[src/rtl/yout_frame_deserializer.sv]
`timescale 1ns/1ps
`default_nettype none
// =============================================================================
// Module   : yout_frame_deserializer
// Brief    : Hunts a sync word in the serial Yout stream, assembles the frame's
//            data bytes and queues them in a FIFO behind a valid/ready port.
//            Define YOUT_FRAME_PARITY_EN for a trailing even-parity bit per byte.
// Revision : 1.0 - initial release
// =============================================================================
module yout_frame_deserializer #(
  parameter logic [7:0] SYNC_WORD  = 8'hA5,
  parameter int         FRAME_LEN  = 4,
  parameter int         FIFO_DEPTH = 4
) (
  input  logic                          clk,
  input  logic                          reset,
  input  logic                          bit_in,
  input  logic                          bit_en,
  output logic [7:0]                    out_data,
  output logic                          out_valid,
  input  logic                          out_ready,
  output logic                          frame_start,
  output logic                          in_frame,
  output logic                          overflow,
  output logic [$clog2(FIFO_DEPTH):0]   fifo_count
`ifdef YOUT_FRAME_PARITY_EN
  ,
  output logic                          parity_err
`endif
);

  localparam int c_aw = $clog2(FIFO_DEPTH);
  localparam int c_cw = c_aw + 1;
`ifdef YOUT_FRAME_PARITY_EN
  localparam int c_bits = 9;
`else
  localparam int c_bits = 8;
`endif
  localparam logic [3:0]      c_last_bit  = 4'(c_bits - 1);
  localparam logic [3:0]      c_last_byte = 4'(FRAME_LEN - 1);
  localparam logic [c_aw:0]   c_full      = c_cw'(FIFO_DEPTH);
  localparam logic [c_aw:0]   c_cnt_one   = c_cw'(1);
  localparam logic [c_aw-1:0] c_ptr_one   = c_aw'(1);

  localparam logic [0:0] c_st_hunt    = 1'b0;
  localparam logic [0:0] c_st_collect = 1'b1;

  logic [0:0]        r_state;
  logic [0:0]        w_state_next;
  // Only the 7 most recent bits are kept; the 8th comes straight from bit_in.
  logic [6:0]        r_hist;
  logic [7:0]        w_hist_next;
  logic [c_bits-2:0] r_asm;
  logic [c_bits-1:0] w_asm_next;
  logic [3:0]        r_bit_cnt;
  logic [3:0]        r_byte_cnt;
  logic              r_frame_start;
  logic              w_sync_hit;
  logic              w_byte_done;
  logic              w_frame_done;
  logic              w_byte_ok;
  logic [7:0]        w_byte;
  logic              w_push_req;

  logic [7:0]        r_mem [FIFO_DEPTH];
  logic [c_aw-1:0]   r_wr_ptr;
  logic [c_aw-1:0]   r_rd_ptr;
  logic [c_aw:0]     r_count;
  logic              r_overflow;
  logic              w_pop;
  logic              w_full;
  logic              w_wr;
`ifdef YOUT_FRAME_PARITY_EN
  logic              r_parity_err;
`endif

  always_comb begin
    w_hist_next  = {r_hist, bit_in};
    w_asm_next   = {r_asm, bit_in};
    w_sync_hit   = bit_en && (r_state == c_st_hunt) && (w_hist_next == SYNC_WORD);
    w_byte_done  = bit_en && (r_state == c_st_collect) && (r_bit_cnt == c_last_bit);
    w_frame_done = w_byte_done && (r_byte_cnt == c_last_byte);
`ifdef YOUT_FRAME_PARITY_EN
    w_byte       = w_asm_next[8:1];
    w_byte_ok    = ~^w_asm_next;
`else
    w_byte       = w_asm_next;
    w_byte_ok    = 1'b1;
`endif
    w_push_req   = w_byte_done && w_byte_ok;
  end

  always_ff @(posedge clk or negedge reset) begin
    if (!reset) begin
      r_state <= c_st_hunt;
    end else begin
      r_state <= w_state_next;
    end
  end

  always_comb begin
    w_state_next = r_state;
    case (r_state)
      c_st_hunt:    if (w_sync_hit)   w_state_next = c_st_collect;
      c_st_collect: if (w_frame_done) w_state_next = c_st_hunt;
      default:      w_state_next = c_st_hunt;
    endcase
  end

  always_comb begin
    in_frame    = (r_state == c_st_collect);
    frame_start = r_frame_start;
  end

  always_ff @(posedge clk or negedge reset) begin
    if (!reset) begin
      r_hist        <= '0;
      r_asm         <= '0;
      r_bit_cnt     <= '0;
      r_byte_cnt    <= '0;
      r_frame_start <= 1'b0;
    end else begin
      r_frame_start <= w_sync_hit;
      if (bit_en) begin
        if (r_state == c_st_hunt) begin
          r_hist <= w_hist_next[6:0];
          if (w_sync_hit) begin
            r_bit_cnt  <= '0;
            r_byte_cnt <= '0;
          end
        end else begin
          r_asm <= w_asm_next[c_bits-2:0];
          if (w_byte_done) begin
            r_bit_cnt  <= '0;
            r_byte_cnt <= w_frame_done ? 4'd0 : r_byte_cnt + 4'd1;
            if (w_frame_done) r_hist <= '0;
          end else begin
            r_bit_cnt <= r_bit_cnt + 4'd1;
          end
        end
      end
    end
  end

`ifdef YOUT_FRAME_PARITY_EN
  always_ff @(posedge clk or negedge reset) begin
    if (!reset) begin
      r_parity_err <= 1'b0;
    end else if (w_byte_done && !w_byte_ok) begin
      r_parity_err <= 1'b1;
    end
  end
  assign parity_err = r_parity_err;
`endif

  // A full FIFO still accepts a byte when the head leaves on the same edge.
  assign w_pop  = out_valid && out_ready;
  assign w_full = (r_count == c_full);
  assign w_wr   = w_push_req && (!w_full || w_pop);

  always_ff @(posedge clk or negedge reset) begin
    if (!reset) begin
      for (int i = 0; i < FIFO_DEPTH; i++) r_mem[i] <= '0;
      r_wr_ptr   <= '0;
      r_rd_ptr   <= '0;
      r_count    <= '0;
      r_overflow <= 1'b0;
    end else begin
      if (w_wr) begin
        r_mem[r_wr_ptr] <= w_byte;
        r_wr_ptr        <= r_wr_ptr + c_ptr_one;
      end
      if (w_pop) r_rd_ptr <= r_rd_ptr + c_ptr_one;
      if (w_push_req && !w_wr) r_overflow <= 1'b1;
      case ({w_wr, w_pop})
        2'b10:   r_count <= r_count + c_cnt_one;
        2'b01:   r_count <= r_count - c_cnt_one;
        default: r_count <= r_count;
      endcase
    end
  end

  assign out_data   = r_mem[r_rd_ptr];
  assign out_valid  = (r_count != '0);
  assign fifo_count = r_count;
  assign overflow   = r_overflow;

endmodule
`default_nettype wire
[config.mk]
export PLATFORM = sky130hd
export DESIGN_NAME = yout_frame_deserializer
export DESIGN_NICKNAME = d
export VERILOG_FILES = /design/src/rtl/yout_frame_deserializer.sv
export SDC_FILE = /design/constraint.sdc
export NUM_CORES = 1
export LEC_CHECK = 0
export CORE_UTILIZATION = 50
export CTS_BUF_LIST = sky130_fd_sc_hd__clkbuf_8
export DETAILED_ROUTE_END_ITERATION = 6
export PLACE_DENSITY_LB_ADDON = 0.12
export SYNTH_ARGS = -nofsm -noshare
export SYNTH_HDL_FRONTEND = slang
export SYNTH_SLANG_ARGS = --single-unit
[constraint.sdc]
create_clock -name clk -period 2.5 [get_ports clk]
set_input_delay 0.375 -clock clk [delete_from_list [all_inputs] [get_ports clk]]
set_output_delay 0.375 -clock clk [all_outputs]
set_load 0.1 [all_outputs]
---- Word-level counts from Yosys, hierarchy flattened ----
Index checks and enable logic that the tools add are counted.
storage, ports and cells
  output and inout bits ................... 15
  register bits ........................... 64
  input port bits ......................... 5
  logic and storage cells ................. 72
cells by class
  reductions and logical operators ........ 19
  bitwise operators ....................... 3
  magnitude comparators ................... 3
  add/subtract/negate cells ............... 6
  multiplexer cells ....................... 19
  equal/unequal tests ..................... 8
operators by type and width
  operator             number
  $bwmux 32            1
  $mux 4               6
  $mux 8               3
  $mux 7               3
  $bmux 8 s2           1
  $demux 8 s2          1
  $logic_and 1x1->1    9
  $add 4x1->4 const B  2
  $eq 8x8->1 const B   1
  $ge 3x3->1 const B   2
  $not 2->3            2
  $pmux 3 s2           1
  $reduce_and 3->1     2
  $add 2x1->2 const B  2
  $eq 4x2->1 const B   1
  $eq 4x3->1 const B   1
  $ne 2x1->1 const B   2
  $reduce_and 2->1     2
  $reduce_bool 2->1    2
  $add 3x1->3 const B  1
  $eq 3x3->1 const B   1
  $lt 3x1->1 const B   1
  $reduce_bool 3->1    1
  $sub 3x1->3 const B  1
  other kinds (7)      9

---- Logic depth before layout (Yosys ltp) ----
  word-level depth ........................ 6
  gate-level depth with buffers ........... 8
  gate-level depth less buffers ........... 8

---- Worst setup path after synthesis ----
Ideal clock, no wire load.
  path type ............................... register -> register
  start point ............................. register r_count[1] (netlist: fifo_count[1])
  end point ............................... register r_count[2] (netlist: fifo_count[2])
  data required time ...................... 2341 ps
  arrival ................................. 2201 ps
  setup time .............................. 159 ps
  path buffers ............................ 0
  period minus slack after synthesis ...... 2360 ps
  slack ................................... 140 ps
  stages on the path, launching flop included .. 8
  cells stage by stage .................... dfrtp_1 o31a_1 o21a_1 inv_1 fa_1 nor2_1 a22oi_1 xnor2_1
between the ends
  cells in the longest elaborated chain, start to end .. 6
  elaborated cells between the ends (all ways) .. 12
  classes of those cells .................. add/sub: 2; eq/ne: 3; mux: 1; reduce/logical: 6
RTL lines
  element                                               RTL line  RTL
  start: declaration                                    68        logic [c_aw:0] r_count;
  start signal: assignment                              176       2'b10: r_count <= r_count + c_cnt_one;
  start signal: assignment                              177       2'b01: r_count <= r_count - c_cnt_one;
  start signal: assignment                              178       default: r_count <= r_count;
  $eq 3x3->1 or $reduce_bool 3->1 (tied branches)       158, 184
  $logic_not 1->1 or $logic_and 1x1->1 (tied branches)  159, 157
  $logic_or 1x1->1                                      159       assign w_wr = w_push_req && (!w_full || w_pop);
  $logic_and 1x1->1                                     159
  $eq 2x1->1 or $eq 2x2->1 (tied branches)              175       case ({w_wr, w_pop})
  $pmux 3 s2 or $reduce_bool 2->1 (tied branches)       --
Several ways; a longest one is shown, not always the timed one.
A chain may end at the register's enable or synchronous reset.

---- Final worst setup path ----
  start point ............................. register r_rd_ptr[0]
  end point ............................... output port out_data[3]
between the ends
  cells in the longest elaborated chain, start to end .. 4
RTL lines
  element                                    RTL line  RTL
  start: declaration                         67        logic [c_aw-1:0] r_rd_ptr;
  start signal: assignment                   173       if (w_pop) r_rd_ptr <= r_rd_ptr + c_ptr_one;
  $not 2->3 (implied by the code)            183       assign out_data = r_mem[r_rd_ptr];
  $bmux 8 s2                                 183
  $mux 8 (implied by the code) (2 in a row)  183
  end: declaration                           19        output logic [7:0] out_data,
No other way between the ends. The select of a mux whose other input is x is not followed.

==> flow_summary.json <==
{
  "status": "finished, final reports clean",
  "cts_resized": 0,
  "pwr_density_cell_nw_per_um2": 770,
  "antenna_found_initial": 0,
  "hold_path_class": "in -> async",
  "routedWlPerCell_um": 17.1,
  "io_buffers": 19,
  "endpoint": "out_data[3]",
  "synth_area_leaders": "dfrtp_1 56%, mux2_2 15%, mux4_2 6.4%, ha_1 2.6%, a22o_1 2.2%",
  "first_pass_iters": 4,
  "clock-skew-final_ns": 0.00751,
  "setup_tns_ns": 0,
  "critPathKind": "reg -> out",
  "nets": 244,
  "reg2reg_depth": 7,
  "startpoint": "r_rd_ptr[0]",
  "synthesis.nets": 213,
  "synth_top_area_share_pct": 56.5,
  "grt_pass1_vias": 1867,
  "cts_tree": "yes",
  "final_cells": 309,
  "layout_common_cells": "64 x dfrtp_1, 37 x mux2_2, 13 x buf_4, 11 x inv_1, 10 x clkbuf_8",
  "cp_num_buf_inv": 2,
  "antenna_cells": 0,
  "worstReg2RegStart": "r_bit_cnt[0]",
  "grt_pass1_wl_mm": 9.18,
  "p_total_mw": 2.59,
  "start_kind": "register",
  "regArea_um2": 1600,
  "regToRegEndpoint": "fifo_count[2]",
  "ys_async_sr_fraction_pct": 100,
  "via_per_inst": 5.71,
  "drcViolationCount": 0,
  "min_period_ns": 2.23,
  "drv_cap": 0,
  "synth-edff-count": 0,
  "required_ns": 2.12,
  "cts_buffers": 9,
  "crit_slowest_cell": "mux4_2",
  "chipHeight_um": 77.3,
  "grt_overflow": 0,
  "yosysSeqAreaShare_pct": 56.5,
  "drtIter0Drc": 91,
  "die_x_um": 77.3,
  "vias": 1763,
  "synth_area_um2": 2840,
  "wirelength_mm": 5.29,
  "finalCritPeriodShare_pct": 89.1,
  "initial_core_util_pct": 51.8,
  "n_fill_cell": 432,
  "detail-route-antenna-nets": 0,
  "hold_viol": 0,
  "worst-path-stages": 3,
  "track_usage_pct": 20.5,
  "grt_max_degree": 65,
  "multiInputGateArea_um2": 1180,
  "core-area_um2": 5470,
  "end_kind": "output pin",
  "rows": 27,
  "final-setup-viol-count": 0,
  "tightest_slew_ns": 0.803,
  "final_common_cell": "dfrtp_1",
  "max-slew-margin-rel_pct": 46.4,
  "htreeDepth": 3,
  "rsz0062_at_grt": "no",
  "clock-sinks": 64,
  "area_growth_pct": 18.6,
  "peakVddDrop_mv": 0.534,
  "worst_ep_arrival_time_ns": 1.85,
  "cts-root-buf": "clkbuf_8",
  "yosys_register_bits": 64,
  "clk_latency_ns": 0.32,
  "ios": 20,
  "drive_gt1_share_pct": 36.7,
  "yosys.area.top_type": "dfrtp_1",
  "dpl.hpwl_mm": 3.64,
  "post_cts_buffers": 0,
  "path_cells": "buf_4, mux4_2, buf_12",
  "worst_path_largest_cell_delay_ns": 0.55,
  "ff2ff_setup_slack_ns": 0.51,
  "dp.cells": 293,
  "postCtsHoldBufs": 0,
  "syn_inst": 201,
  "synthDistinctLibCells": 46,
  "synth_ff_type": "dfrtp_1",
  "clk_pin_slew_ns": 0.07,
  "fmax_mhz": 449,
  "synth.avg_cell_area_um2": 14.1,
  "clock_path_buffers": 2,
  "yosysWarnings": 0,
  "finalMaxSlewViolations": 0,
  "leakage_nw": 1.65,
  "gp_congestion": 0.708,
  "cp_top_family": "multiplexers",
  "cp_max_fo": 6,
  "dieArea_um2": 5980
}
## metrics by stage
step                hold WS, ns  cell area (µm²)  utilization (%)  setup slack (ns)
floorplan                0.0794             2840                -             0.140
global placement          0.439             3200             58.4             0.329
detailed placement        0.454             3200             58.4             0.191
CTS                       0.232             3360             61.5             0.212
global route              0.261             3360             61.5             0.150
finish                    0.207             3360             61.5             0.274
## final cells by class
| cell class | instances | area share [%] |
|---|---|---|
| clock buffers | 10 | 4.09 |
| clock inverters | 6 | 0.856 |
| inverters | 8 | 0.893 |
| multi-input cells | 124 | 35.2 |
| flip-flops and latches | 64 | 47.6 |
| well taps | 72 | 2.68 |
| repair buffers | 25 | 8.71 |
## layer usage
layer  GRT usage, %  wire length (µm)
met2           31.7              2660
met4           6.98                15
met5              0                 0
met3           6.19               255
met1           27.5              2350
## cells in the mapped netlist, types with 2 or more instances
cell type  number
nor3_1          2
buf_2           2
dfrtp_1        64
nand2_1         9
nand2_2         4
xnor2_1         3
ha_1            6
inv_1           8
mux2_2         37
a22o_1          7
xor2_1          2
a31oi_1         2
nor2_1          3
nand3_1         6
a21o_1          2
o31ai_1         2
o2bb2ai_1       2
mux2_1          2
o21ai_0         3
clkbuf_1        2
mux4_2          8
## registers in the layout (all words and copies together) (netlist names)
signal and cells:
fifo_count 3, r_asm 7, in_frame 1, r_bit_cnt 4, overflow 1, r_hist 7, r_rd_ptr 2, r_wr_ptr 2
r_mem 32, frame_start 1, r_byte_cnt 4
## how the worst min path moves through the flow
stage          startpoint             to  slack (ns)
6_report            reset  fifo_count[1]        0.21
5_1_grt             reset  fifo_count[0]        0.26
4_1_cts             reset      r_mem[21]        0.23
3_5_place_dp     overflow       overflow        0.45
3_3_place_gp     overflow       overflow        0.44
2_1_floorplan       reset  fifo_count[0]        0.08
## cells by family after synthesis
logic type	count (synthesis)	share of synthesized area, %
simple gates	37	7.55
compound gates	27	7.06
mux	48	22.2
xor+xnor	5	1.54
buf+inv	13	1.81
fa+ha+maj	7	3.35
flops	64	56.5
## where the power goes
group | switching, mW | internal, mW | leakage [nW]
Clock | 0.362 | 0.372 | 0.0958
Sequential | 0.135 | 1.11 | 0.863
Combinational | 0.398 | 0.208 | 0.692
Total | 0.895 | 1.69 | 1.65
Power figures use the tool's default switching activity.
